### src/rtl/cmp_share_arbiter.sv
// Round-robin front end sharing one registered 16-bit magnitude comparator between NREQ
// requesters, with a watchdog and one-hot sanity check on the comparator response.
module cmp_share_arbiter #(
   parameter int NREQ    = 4,
   parameter int TIMEOUT = 8
) (
   input  logic                 clk,
   input  logic                 rst_n,
   input  logic [NREQ-1:0]      req_valid,
   output logic [NREQ-1:0]      req_ready,
   input  logic [16*NREQ-1:0]   req_a,
   input  logic [16*NREQ-1:0]   req_b,
   output logic [NREQ-1:0]      rsp_valid,
   output logic                 rsp_gt,
   output logic                 rsp_lt,
   output logic                 rsp_eq,
   output logic                 rsp_err,
   output logic                 busy,
   output logic                 cmp_start,
   output logic [15:0]          cmp_ain,
   output logic [15:0]          cmp_bin,
   input  logic                 cmp_greater,
   input  logic                 cmp_less,
   input  logic                 cmp_equal,
   input  logic                 cmp_done
);

   localparam int IW = (NREQ > 1) ? $clog2(NREQ) : 1;

   typedef enum logic [1:0] {
      IDLE,
      ISSUE,
      WAIT,
      RESP
   } state_t;

   state_t          state;
   state_t          state_nxt;
   logic [IW-1:0]   ptr;
   logic [IW-1:0]   grant;
   logic [IW-1:0]   winner;
   logic [IW-1:0]   cand;
   logic            found;
   logic            accept;
   logic            wait_exit;
   logic [7:0]      wd;
   logic [2:0]      result;
   logic            malformed;

   // Round-robin search starting just after the last winner, so the last winner ranks lowest.
   always_comb begin
      found  = 1'b0;
      winner = ptr;
      cand   = ptr;
      for (int k = 1; k <= NREQ; k++) begin
         cand = IW'((int'(ptr) + k) % NREQ);
         if (!found && req_valid[cand]) begin
            found  = 1'b1;
            winner = cand;
         end
      end
   end

   assign result    = {cmp_greater, cmp_less, cmp_equal};
   assign malformed = (result != 3'b100) && (result != 3'b010) && (result != 3'b001);

   // NOTE: state register only; all next-state and output decoding lives in the always_comb
   // below, which assigns every output a default first so no latch can be inferred.
   always_ff @(posedge clk or negedge rst_n) begin
      if (!rst_n) begin
         state <= IDLE;
      end else begin
         state <= state_nxt;
      end
   end

   always_comb begin
      state_nxt = state;
      req_ready = '0;
      accept    = 1'b0;
      wait_exit = 1'b0;
      busy      = (state != IDLE);
      case (state)
         IDLE: begin
            if (found) begin
               accept            = 1'b1;
               req_ready[winner] = 1'b1;
               state_nxt         = ISSUE;
            end
         end
         ISSUE: state_nxt = WAIT;
         WAIT: begin
            // A done arriving on the final watchdog cycle still wins over the timeout.
            if (cmp_done || (wd == 8'(TIMEOUT))) begin
               wait_exit = 1'b1;
               state_nxt = RESP;
            end
         end
         RESP:    state_nxt = IDLE;
         default: state_nxt = IDLE;
      endcase
   end

   // NOTE: sequential state uses non-blocking assignments so every register samples the
   // pre-edge values regardless of statement order within the block.
   always_ff @(posedge clk or negedge rst_n) begin
      if (!rst_n) begin
         ptr       <= IW'(NREQ - 1);
         grant     <= '0;
         cmp_start <= 1'b0;
         cmp_ain   <= '0;
         cmp_bin   <= '0;
         wd        <= '0;
         rsp_valid <= '0;
         rsp_gt    <= 1'b0;
         rsp_lt    <= 1'b0;
         rsp_eq    <= 1'b0;
         rsp_err   <= 1'b0;
      end else begin
         cmp_start <= accept;
         rsp_valid <= '0;

         if (accept) begin
            cmp_ain <= req_a[16*int'(winner) +: 16];
            cmp_bin <= req_b[16*int'(winner) +: 16];
            grant   <= winner;
            ptr     <= winner;
         end

         if (state == ISSUE) begin
            wd <= '0;
         end else if (state == WAIT && !wait_exit) begin
            wd <= wd + 8'd1;
         end

         if (wait_exit) begin
            rsp_valid <= NREQ'(1) << grant;
            if (cmp_done) begin
               rsp_gt  <= cmp_greater;
               rsp_lt  <= cmp_less;
               rsp_eq  <= cmp_equal;
               rsp_err <= malformed;
            end else begin
               rsp_gt  <= 1'b0;
               rsp_lt  <= 1'b0;
               rsp_eq  <= 1'b0;
               rsp_err <= 1'b1;
            end
         end
      end
   end

endmodule

### config.mk
export PLATFORM = sky130hd
export DESIGN_NAME = cmp_share_arbiter
export DESIGN_NICKNAME = d
export VERILOG_FILES = /design/src/rtl/cmp_share_arbiter.sv
export SDC_FILE = /design/constraint.sdc
export NUM_CORES = 1
export LEC_CHECK = 0
export CAP_MARGIN = 20
export CORE_MARGIN = 2
export CORE_UTILIZATION = 30
export DETAILED_ROUTE_END_ITERATION = 16
export PLACE_DENSITY = 0.74
export SLEW_MARGIN = 20
export SYNTH_ARGS = -nofsm -noshare
export SYNTH_HDL_FRONTEND = slang
export SYNTH_SLANG_ARGS = --single-unit
### constraint.sdc
create_clock -name clk -period 1.67 [get_ports clk]
set_input_delay 0.2505 -clock clk [delete_from_list [all_inputs] [get_ports clk]]
set_output_delay 0.2505 -clock clk [all_outputs]
set_load 0.005 [all_outputs]
# ---- Word-level counts from Yosys, hierarchy flattened
# Index checks and enable logic that the tools add are counted.
# Widths: inputs -> output; s select.
dict set report totals {
  register_bits 55
  inputBits 138
  elab_cells 85
}
dict set report classes {
  addsub 5
  order_cmp 6
  eq_ne 9
  shifts 3
  mux 34
  n_reduce_logical 16
}
# op n
set ops {}
lappend ops {{$shiftx 64x7->16} 2}
lappend ops {{$mux 1} 17}
lappend ops {{$mux 8} 2}
lappend ops {{$lt 2x3->1 const B} 5}
lappend ops {{$mux 2} 6}
lappend ops {{$mux 4} 3}
lappend ops {{$add 8x1->8 const B} 1}
lappend ops {{$bmux 1 s2} 4}
lappend ops {{$eq 8x4->1 const B} 1}
lappend ops {{$pmux 2 s4} 1}
lappend ops {{$logic_and 1x1->1} 7}
lappend ops {{$add 2x1->2 const B} 2}
lappend ops {{$add 2x2->2 const B} 2}
lappend ops {{$eq 2x2->1 const B} 2}
lappend ops {{$logic_not 1->1} 4}
lappend ops {{$ne 2x2->1 const B} 2}
lappend ops {{$reduce_bool 2->1} 2}
lappend ops {{$shl 1x2->4 const A} 1}
lappend ops {{$ne 3x1->1 const B} 1}
lappend ops {{$ne 3x2->1 const B} 1}
lappend ops {{$ne 3x3->1 const B} 1}
lappend ops {{$demux 1 s2} 1}
lappend ops {{$eq 2x1->1 const B} 1}
lappend ops {{$ge 2x1->1 const B} 1}
lappend ops {{other kinds (3)} 3}

# ---- Logic depth before layout (Yosys ltp)
dict set report depth {
  ltp_word 19
  ltp_mapped 9
}

# ---- Worst setup path after synthesis
# Ideal clock, no wire load.
dict set report synth_timing {
  kind {reg2reg}
  start {register ptr[0]}
  end {register cmp_ain[10]}
  arrival_time_ns 1.688
  required_time_ns 1.532
  setup_slack_ns -0.156
  stages_incl_launch_ff 9
  n_path_buf 3
  period_less_slack_ns 1.826
  path_cell_list {dfstp_2 nand2b_1 o21ai_1 a221oi_2 buf_4 buf_8 buf_8 mux2i_1 o221ai_1}
}
dict set report synth_between {
  elab_chain_cells 15
  elab_cells_between_ends 29
  cone_classes {add/sub (4); shift (1); mux (18); reduce/logical (6)}
}
# element line_no
set synth_lines {}
lappend synth_lines {{start: declaration} 39} ;# logic [IW-1:0] ptr;
lappend synth_lines {{start signal: assignment} 108} ;# ptr <= IW'(NREQ - 1);
lappend synth_lines {{start signal: assignment} 127} ;# ptr <= winner;
lappend synth_lines {{parallel branches: the longest is 15 deep, another holds $add 2x1->2} n/a}
lappend synth_lines {{end signal: assignment} 124} ;# cmp_ain <= req_a[16*int'(winner) +: 16];
lappend synth_lines {{end: declaration} 20} ;# output logic [15:0] cmp_ain,
# Several ways; the timed one is not identified. The select of a mux whose other input is x is not followed.
# A chain may end at the register's enable or synchronous reset.

# ---- Worst setup path in the final report
dict set report layout_timing {
  start {register ptr[0]}
  end {register cmp_ain[6]}
}
# The elaborated chain is that of the path after synthesis.

==> qor_table.md <==
| Stage | Metric | Value |
|:---|:---|:---|
| run status | Result of the run | complete, but fails checks |
| run status | Failing checks | negative setup slack |
| cells and area | Antenna Cells | 0 |
| synthesis | Syn avg cell area | 10.6 µm² |
| global routing | Overall global routing resource usage | 18.6% |
| synthesis | Number of distinct library cells after synthesis | 36 |
| floorplan | Core area | 10,100 µm² |
| worst setup path | Register-to-Register Path Depth | 9 |
| cells and area | Layout net count | 652 |
| synthesis | Netlist Area Pre-Place | 3090 µm² |
| pwr | Leakage component of the power | 2.58 nW |
| worst setup path | Cell type group with the largest total delay on the critical path | flip-flops |
| cts | Clock Sinks | 55 |
| hold path | Worst hold path class | input port to asynchronous set/reset pin |
| sta | Final slew viol count | 0 |
| synthesis | Share of synthesized area occupied by flip-flops and latches | 44.6% |
| drt | Detail-routed net length per standard cell | 16.7 µm |
| sta | Post-route minimum period | 2090 ps |
| placement | Placed wire-length estimate after detailed placement | 7290 µm |
| worst setup path | Slowest library cell on the worst path | dfstp_2 |
| synthesis | Area contributors post-synth | dfrtp_1, mux2i_1, o221ai_1, nand2_1, ha_1 |
| floorplan | Height of the die | 105 µm |
| synthesis | Post-Synthesis Cells | 291 |
| synthesis | Leading register cell type out of synthesis | dfrtp_1 |
| worst setup path | Crit path launch type | register |
| worst setup path | Category of the worst setup path capture point | register |
| sta | Max Clock Freq | 479 MHz |
| synthesis | Async set-reset flop share out of synthesis | 100% |
| cells and area | Area growth from synthesis to layout | 88.2% |
| synthesis | Net Count, Synth | 434 |
| drt | Number of vias per cell after detailed routing | 4.96 |
| worst setup path | Top fanout value on the critical path | 5 |
| drt | Total wire length | 10,800 µm |
| cts | Clock latency at the later pin of the worst-skew pair | 310 ps |
| synthesis | Number of flip-flops and latches in the synthesized netlist | 55 |
| worst setup path | Endpoint arrival time on the critical path | 2280 ps |
| worst setup path | Critical path, cell by cell | nand2b_4, o21ai_4, a221oi_4, buf_6, buf_8, buf_12, buf_16, mux2i_2, o221ai_2 |
| sta | Setup violators final | 40 |
| floorplan | Initial standard-cell utilization of the core | 30.5% |
| pwr | Pwr per Cell Area | 1530 nW/µm² |
| global routing | Wire length of the first global-routing pass | 16,500 µm |
| sta | Post-Route Skew | 10.2 ps |
| pwr | Worst ir drop on vdd | 0.640 mV |
| floorplan | Die W | 105 µm |
| synthesis | Post-synth EDFFs | 0 |
| worst setup path | R2r setup slk | -420 ps |
| drt | Remaining design rule violation count | 0 |
| worst setup path | Worst setup startpoint | ptr[0] |
| global routing | Aggregate global routing overflow | 0 |
| global routing | Number of global-route vias before repair | 3,356 |
| drt | Count of routing violations after the opening detailed-route iteration | 105 |
| worst setup path | Largest stage delay, worst path | 550 ps |
| sta | Final critical-path share of the clock period | 125% |
| sta | Unrepaired setup endpoints after global routing | true |
| synthesis | Number of warnings printed during yosys synthesis | 0 |
| sta | Actual transition at the worst max-transition pin | 412 ps |
| placement | GP Congestion | 0.789 |
| cts | Clock transition time at the flip-flop clock pins of the worst setup and hold paths | 110 ps |
| drt | Total via count after detailed routing | 3,203 |
| pwr | Total power draw | 8.88 mW |
| worst setup path | Worst reg2reg startpoint | ptr[0] |
| floorplan | Total die area | 11,100 µm² |
| synthesis | Area leader, netlist | dfrtp_1 |
| sta | Total count of hold-check failures in the final report | 0 |
| cells and area | Final instance area | 5820 µm² |
| sta | Setup ws final | -416 ps |
| floorplan | Num rows | 37 |
| cells and area | Layout cells sized above 1 | 17.6% |
| global routing | Number of antenna violations at the first check in global routing | 0 |
| sta | Worst hold margin | 456 ps |
| cells and area | End-of-flow core utilization | 57.4% |
| cts | CTS HTree Levels | 2 |
| sta | Slew margin rel. | 72.2% |
| worst setup path | CP Data Required Time | 1870 ps |
| placement | Count of input and output buffers | 183 |
| drt | DR pass1 iterations | 4 |
| global routing | Pin count of the biggest net entering global routing | 56 |
| cts | Clock tree from TritonCTS | built |
| synthesis | Top post-synthesis cells by count | mux2i_1, dfrtp_1, nand2_1, o221ai_1, nor2_1 |
| cts | Clock buffer count from CTS | 5 |
| floorplan | IO Count | 184 |
| worst setup path | Critical register-to-register path endpoint | cmp_ain[6] |
| drt | Antenna Nets Post-Route | 0 |
| cts | Clk buf depth | 2 |
| worst setup path | Buf+Inv Stages, Crit Path | 4 |
| synthesis | Share of Yosys cell area claimed by the top area cell type | 42.9% |
| job | Max-Cap Viols | 0 |
| worst setup path | Worst setup path class | register to register |
| placement | Instance area after placement | 5220 µm² |
| synthesis | Most frequent cell after synthesis | mux2i_1 |
| cts | Clock Tree Root | clkbuf_8 |
through the flow:
stage	worst slack (ps)	TNS (ps)	instances
CTS	-430	-14020	638
finish	-416	-14080	646
floorplan	-101	-2020	291
global route	-526	-17920	646
global placement	-640	-21810	616
detailed placement	-685	-24960	616
layer usage:
metal	GRT usage (%)	vias up	routed length, µm	share of wire, %
met1	21.0	1549	4210	39
met3	3.34	15	620	5.7
met5	0	-	0	0
met2	34.8	124	5730	53
li1	-	1515	-	-
met4	6.77	0	258	2.4
worst min-delay path: stages:
cell and delay (ps):
dlygate4sd3_1 520, buf_2 120, buf_12 280
repair_timing:
action | in CTS | in global routing
pin swaps | 19 | 13
hold buffers | 1 | 0
gates cloned | 6 | 4
gates resized for setup | 47 | 18
hold endpoints to repair | 53 | 0
buffers inserted | 7 | 4
endpoints found under the setup margin | 55 | 57
state kept, by name, indices dropped and copies added (netlist names):
register   cells
cmp_start      1
grant          2
cmp_bin       16
rsp_eq         1
rsp_err        1
rsp_lt         1
wd             8
rsp_valid      4
ptr            2
cmp_ain       16
state          2
rsp_gt         1
how the worst max path moves through the flow:
stage	endpoint	slack, ps	depth (start not counted)
after floorplan	cmp_ain[10]	-100	8
after global placement	cmp_ain[2]	-640	9
after detailed placement	cmp_ain[2]	-680	9
after CTS	cmp_ain[2]	-430	9
after global routing	cmp_ain[6]	-530	9
final	cmp_ain[6]	-420	9
final cells by class:
type / instances / area (µm²)
inverters: 9 / 33.8
flip-flops and latches: 55 / 1380
clock buffers: 5 / 68.8
fillers: 839 / 4320
well taps: 136 / 170
multi-input cells: 206 / 1670
clock inverters: 3 / 26.3
repair buffers: 232 / 2460
report_power, final:
part	switching [mW]	internal [mW]	total (mW)
Sequential	0.315	1.91	2.23
Combinational	2.37	3.49	5.86
Clock	0.479	0.310	0.789
cell families (layout without fill, tap and decap cells):
group / count (synthesis) / count (layout) / share of synthesized area, %
XOR/XNOR: 6 / 6 / 1.70
buffers and inverters: 30 / 249 / 5.42
flip-flops: 55 / 55 / 44.6
AO/OA/AOI/OAI: 54 / 54 / 14.0
adder cells (fa/ha/maj): 5 / 5 / 2.02
multiplexers: 65 / 65 / 21.1
AND/OR/NAND/NOR: 76 / 76 / 11.1
placed cells by master, fill, tap and decap left out, types with 6 or more instances in the layout:
cell type	count
buf_4	28
nand2_1	42
dfrtp_1	53
clkdlybuf4s50_1	177
buf_16	7
nor2_1	11
o221ai_1	31
mux2i_2	9
mux2i_1	55
inv_1	6
Note: power is estimated with default switching activity, not from simulation.
